$ cat config.mk
export PLATFORM = sky130hd
export DESIGN_NAME = pc_stack_flat
export DESIGN_NICKNAME = d
export VERILOG_FILES = /design/src/rtl/pc_stack_if.sv /design/src/rtl/pc_stack.sv /design/src/flat_wrapper.sv
export SDC_FILE = /design/constraint.sdc
export NUM_CORES = 1
export LEC_CHECK = 0
export ABC_AREA = 1
export CORE_UTILIZATION = 40
export DETAILED_ROUTE_END_ITERATION = 6
export DONT_BUFFER_PORTS = 1
export GPL_ROUTABILITY_DRIVEN = 0
export GPL_TIMING_DRIVEN = 0
export HOLD_SLACK_MARGIN = 0.15
export SETUP_SLACK_MARGIN = 0.5
export SYNTH_ARGS = -nofsm -noshare
export SYNTH_HDL_FRONTEND = slang
export SYNTH_SLANG_ARGS = --single-unit
$ cat constraint.sdc
create_clock -name clk -period 3.5 [get_ports clk]
set_input_delay 0.525 -clock clk [delete_from_list [all_inputs] [get_ports clk]]
set_output_delay 0.525 -clock clk [all_outputs]
set_load 0.02 [all_outputs]
$ cat src/rtl/pc_stack_if.sv
// Fetch-side bus for pc_stack: step strobes from the sequencer, PC and stack status back.
// The master drives the strobes and the slave (pc_stack) drives the status.
interface pc_stack_if #(
  parameter int ADDR_W = 11,
  parameter int DEPTH  = 4
);
  localparam int SP_W = $clog2(DEPTH + 1);

  logic              en;
  logic              load;
  logic              jsr;
  logic              ret;
  logic [ADDR_W-1:0] addr;
  logic              err_clr;
  logic [ADDR_W-1:0] pc;
  logic [SP_W-1:0]   sp;
  logic              stk_empty;
  logic              stk_full;
  logic              ovf_err;
  logic              udf_err;

  modport master (
    output en, load, jsr, ret, addr, err_clr,
    input  pc, sp, stk_empty, stk_full, ovf_err, udf_err
  );

  modport slave (
    input  en, load, jsr, ret, addr, err_clr,
    output pc, sp, stk_empty, stk_full, ovf_err, udf_err
  );
endinterface

$ cat src/rtl/pc_stack.sv
// Program counter with a return-address stack, used for nested calls in the fetch stage.
// Overflow and underflow leave the PC and stack untouched and raise sticky error flags.
module pc_stack #(
  parameter int                ADDR_W   = 11,
  parameter int                OFFSET_W = 10,
  parameter int                DEPTH    = 4,
  parameter logic [ADDR_W-1:0] RESET_PC = '0
) (
  input logic       clk,
  input logic       rst,
  pc_stack_if.slave bus
);
  localparam int SP_W  = $clog2(DEPTH + 1);
  localparam int IDX_W = (DEPTH > 1) ? $clog2(DEPTH) : 1;

  logic [ADDR_W-1:0] r_pc;
  logic [SP_W-1:0]   r_sp;
  logic              r_ovf;
  logic              r_udf;
  logic [ADDR_W-1:0] r_stack [DEPTH];

  logic [ADDR_W-1:0] w_pc_next;
  logic [SP_W-1:0]   w_sp_next;
  logic              w_ovf_next;
  logic              w_udf_next;
  logic              w_ovf_set;
  logic              w_udf_set;
  logic              w_push;
  logic [ADDR_W-1:0] w_pc_inc;
  logic [ADDR_W-1:0] w_offset;
  logic [ADDR_W-1:0] w_pc_rel;
  logic [ADDR_W-1:0] w_top;
  logic [IDX_W-1:0]  w_push_idx;
  logic [IDX_W-1:0]  w_pop_idx;
  logic              w_empty;
  logic              w_full;

  assign w_empty    = (r_sp == '0);
  assign w_full     = (r_sp == SP_W'(DEPTH));
  assign w_pc_inc   = r_pc + ADDR_W'(1);
  assign w_offset   = ADDR_W'(signed'(bus.addr[OFFSET_W-1:0]));
  assign w_pc_rel   = r_pc + w_offset;
  assign w_push_idx = IDX_W'(r_sp);
  assign w_pop_idx  = IDX_W'(r_sp - SP_W'(1));
  // Read of an empty stack yields stale data, but the pop is suppressed then.
  assign w_top      = r_stack[w_pop_idx];

  always_comb begin
    w_pc_next = r_pc;
    w_sp_next = r_sp;
    w_push    = 1'b0;
    w_ovf_set = 1'b0;
    w_udf_set = 1'b0;
    if (bus.en) begin
      if (bus.load) begin
        w_pc_next = bus.addr;
      end else if (bus.jsr) begin
        if (!w_full) begin
          w_push    = 1'b1;
          w_sp_next = r_sp + SP_W'(1);
          w_pc_next = w_pc_rel;
        end else begin
          w_ovf_set = 1'b1;
        end
      end else if (bus.ret) begin
        if (!w_empty) begin
          w_sp_next = r_sp - SP_W'(1);
          w_pc_next = w_top;
        end else begin
          w_udf_set = 1'b1;
        end
      end else begin
        w_pc_next = w_pc_inc;
      end
    end
    // A fresh error outranks a simultaneous clear.
    w_ovf_next = w_ovf_set | (r_ovf & ~bus.err_clr);
    w_udf_next = w_udf_set | (r_udf & ~bus.err_clr);
  end

  always_ff @(posedge clk or posedge rst) begin
    if (rst) begin
      r_pc  <= RESET_PC;
      r_sp  <= '0;
      r_ovf <= 1'b0;
      r_udf <= 1'b0;
    end else begin
      r_pc  <= w_pc_next;
      r_sp  <= w_sp_next;
      r_ovf <= w_ovf_next;
      r_udf <= w_udf_next;
    end
  end

  always_ff @(posedge clk) begin
    if (w_push) begin
      r_stack[w_push_idx] <= w_pc_inc;
    end
  end

  assign bus.pc        = r_pc;
  assign bus.sp        = r_sp;
  assign bus.stk_empty = w_empty;
  assign bus.stk_full  = w_full;
  assign bus.ovf_err   = r_ovf;
  assign bus.udf_err   = r_udf;
endmodule

$ cat src/flat_wrapper.sv
// flat-port wrapper written by rule: the top's interface ports become plain ports
module pc_stack_flat 
#(
  parameter int                ADDR_W   = 11,
  parameter int                OFFSET_W = 10,
  parameter int                DEPTH    = 4,
  parameter logic [ADDR_W-1:0] RESET_PC = '0
)
  (clk, rst, bus_en, bus_load, bus_jsr, bus_ret, bus_addr, bus_err_clr, bus_pc, bus_sp, bus_stk_empty, bus_stk_full, bus_ovf_err, bus_udf_err);
  pc_stack_if #(.ADDR_W(ADDR_W), .DEPTH(DEPTH)) bus_i ();
  input logic clk;
  input logic rst;
  input wire logic [$bits(bus_i.en)-1:0] bus_en;
  input wire logic [$bits(bus_i.load)-1:0] bus_load;
  input wire logic [$bits(bus_i.jsr)-1:0] bus_jsr;
  input wire logic [$bits(bus_i.ret)-1:0] bus_ret;
  input wire logic [$bits(bus_i.addr)-1:0] bus_addr;
  input wire logic [$bits(bus_i.err_clr)-1:0] bus_err_clr;
  output wire logic [$bits(bus_i.pc)-1:0] bus_pc;
  output wire logic [$bits(bus_i.sp)-1:0] bus_sp;
  output wire logic [$bits(bus_i.stk_empty)-1:0] bus_stk_empty;
  output wire logic [$bits(bus_i.stk_full)-1:0] bus_stk_full;
  output wire logic [$bits(bus_i.ovf_err)-1:0] bus_ovf_err;
  output wire logic [$bits(bus_i.udf_err)-1:0] bus_udf_err;
  assign bus_i.en = bus_en;
  assign bus_i.load = bus_load;
  assign bus_i.jsr = bus_jsr;
  assign bus_i.ret = bus_ret;
  assign bus_i.addr = bus_addr;
  assign bus_i.err_clr = bus_err_clr;
  assign bus_pc = bus_i.pc;
  assign bus_sp = bus_i.sp;
  assign bus_stk_empty = bus_i.stk_empty;
  assign bus_stk_full = bus_i.stk_full;
  assign bus_ovf_err = bus_i.ovf_err;
  assign bus_udf_err = bus_i.udf_err;
  pc_stack #(.ADDR_W(ADDR_W), .OFFSET_W(OFFSET_W), .DEPTH(DEPTH), .RESET_PC(RESET_PC)) u_core (.clk(clk), .rst(rst), .bus(bus_i));
endmodule
==> results.yml <==
timing:
  fin_setup_tns_ps: 0
  maxSlewHeadroom: 0.2394
  rsz0062_at_grt: "yes"
  whs_ps: 167.1
  hold_viol_final: 0
  tightest_slew_ps: 1137
  clock.fmax_mhz: 352.3
  fin_crit_sh: 0.8110
  setup_viol: 0
  period_needed_ps: 2839
  fin_skew_ps: 12.14
  slew_violations: 0
setup_path:
  end_kind: "flip-flop"
  crit_end: "u_core.r_stack[3][10]$_DFFE_PP_"
  path_max_fanout: 12
  arrival_ps: 2790
  path_depth: 6
  crit_family: "simple AND/OR/NAND/NOR gates"
  slowest_stage: "nor2_1"
  start_kind: "flip-flop"
  setup.worst_path.start: "u_core.bus.sp[0]$_DFFE_PP0P_"
  rr_worst_depth: 6
  max_stage_delay_ps: 910
  timing.rr.end: "u_core.r_stack[3][10]$_DFFE_PP_"
  rrSetupSlack_ps: 660
  reg2reg_from: "u_core.bus.sp[0]$_DFFE_PP0P_"
  crit_path_cell_trace: "inv_2 > buf_2 > ha_1 > nand2_2 > nand3_1 > nor2_1"
  timing_worst_setup_path_type: "reg -> reg"
  cp.required_ps: 3450
  critPathBufInv: 2
synth:
  seq_area_frac_synth: 0.4871
  synthCells: 430
  synth.avg_cell_area_um2: 8.220
  ys_types: 33
  synth_top_cell_by_area: "edfxtp_1"
  synth_nets: 465
  syn_area_um2: 3535
  yosys-top-cells-area: "edfxtp_1 37%, nand2_1 14%, dfrtp_1 11%"
  synth_top_area_share: 0.3738
  ys_ff_latch: 60
  ys_warn_count: 0
global_routing:
  grtUsageTotal: 0.2137
  grt_pass1_wl_um: 14270
  grt-ovfl-total: 0
  grt_max_degree: 17
  antenna_found_initial: 0
  grt_pass1_vias: 2736
detailed_routing:
  drc: 0
  drt_iter0_markers: 116
  num_vias: 2823
  via_per_inst: 5.123
  postRouteWirelength_um: 8686
  first_pass_iters: 4
  drtAntennaViolNets: 0
  wl_per_cell_um: 15.76
power:
  p_leak_nw: 1.703
  irDropWorstVdd_mv: 0.2509
  power.density_nw_per_um2: 746.1
  power.total_w: 0.002871
die:
  fp.coreArea_um2: 8382
  die-area_um2: 9217
  initial_core_util: 0.4217
  die_h_um: 96.01
  std_cell_rows: 33
  die_w_um: 96.01
  io_pins: 36
clock_tree:
  cts_max_path_buffers: 2
  htree_levels: 3
  clk_pin_slew_ps: 70
  clk_latency_ps: 330
  cts_tree: "built"
  cts-resized-gates: 0
  postCtsHoldBufs: 0
  cts_num_sinks: 60
  cts_root_buffer: "clkbuf_8"
  numCtsBuffers: 9
  post_cts_buffers: 0
hold_path:
  hold_class: "in -> async"
final_layout:
  drive_gt1_frac: 0.08072
  final_common_cell: "nand2_1"
  nFillCells: 828
  final_cell_mix: "131 x nand2_1, 53 x nor2_1, 44 x edfxtp_1"
  multiInputGateArea_um2: 1575
  fin_nets: 476
  antenna_cells: 0
  regArea_um2: 1722
  area_delta_synth_final_pct: 8.885
placement:
  dp_hpwl_um: 6381
  port_buffers: 0
run:
  drv_cap: 0
status:
  status: "finished clean"
==> cells in the mapped netlist (all sizes together) <==
master and n:
dfrtp 16, nand3b 1, ha 16, a21oi 15, nand2 134, inv 46
o22ai 3, a211oi 1, xnor2 5, nor2 59, and2 1, a22oi 1
nand4 5, o21ai 17, o211ai 3, o21bai 2, buf 9, edfxtp 44
clkbuf 3, o221ai 1, a21boi 1, xor2 6, nand3 40, fa 1
==> cell families (layout without fill, tap and decap cells) <==
family	after synthesis	after routing	synth area share
adders and majority gates	17	17	0.06230
and+or+nand+nor	240	240	0.2835
AOI/OAI and AO/OA	44	44	0.07257
buffers and inverters	58	74	0.06725
DFF	60	60	0.4871
xor gates and xnor gates	11	11	0.02726
==> power breakdown <==
part           total (W)  internal, W  switching [W]
logic            0.00115     0.000384       0.000769
registers        0.00112     0.000915       0.000205
clock network   0.000598     0.000322       0.000277
==> state kept, by name, indices dropped and copies added (netlist names) <==
signal,flops
u_core.bus.udf_err,1
u_core.bus.sp,3
u_core.bus.pc,11
u_core.bus.ovf_err,1
u_core.r_stack,44
==> per-stage QoR <==
step	instance area [um^2]	util	worst slack, ps	cells
final	3849	0.4592	661.4	551
after global routing	3849	0.4592	463.8	551
after CTS	3849	0.4592	604.3	551
after detailed placement	3666	0.4374	630.6	535
after global placement	3666	0.4374	663.7	535
after floorplan	3535	-	1361	430
==> area by class of cell <==
class	count	share of cell area
flip-flops and latches	60	0.4473
multi-input cells	312	0.4093
inverters	46	0.04486
well taps	105	0.03414
clock buffers	10	0.03316
plain buffers	12	0.01691
clock inverters	6	0.01430
==> per-layer routing <==
layer	wire length, um	part of all wire	GRT usage	up-vias
met5	0	0	0	-
li1	-	-	-	1434
met4	74	0.0085	0.06841	0
met1	4052	0.47	0.2836	1323
met2	4159	0.48	0.3517	57
met3	399	0.046	0.04028	9
==> worst register-to-register path: stages (launching register included) <==
cell and delay, ps:
dfrtp_1 660, inv_2 120, buf_2 230, ha_1 270
nand2_2 100, nand3_1 160, nor2_1 920
==> worst min path at each step <==
stage | from | endpoint | slack, ps | depth (start not counted)
detailed placement | rst | u_core.bus.sp[2]$_DFFE_PP0P_ | 560 | 1
global route | rst | u_core.bus.sp[2]$_DFFE_PP0P_ | 220 | 1
global placement | rst | u_core.bus.sp[2]$_DFFE_PP0P_ | 540 | 1
floorplan | rst | u_core.bus.ovf_err$_DFF_PP0_ | 440 | 1
finish | rst | u_core.bus.sp[2]$_DFFE_PP0P_ | 170 | 1
CTS | rst | u_core.bus.udf_err$_DFF_PP0_ | 190 | 1
(Power assumes the default switching activity.)
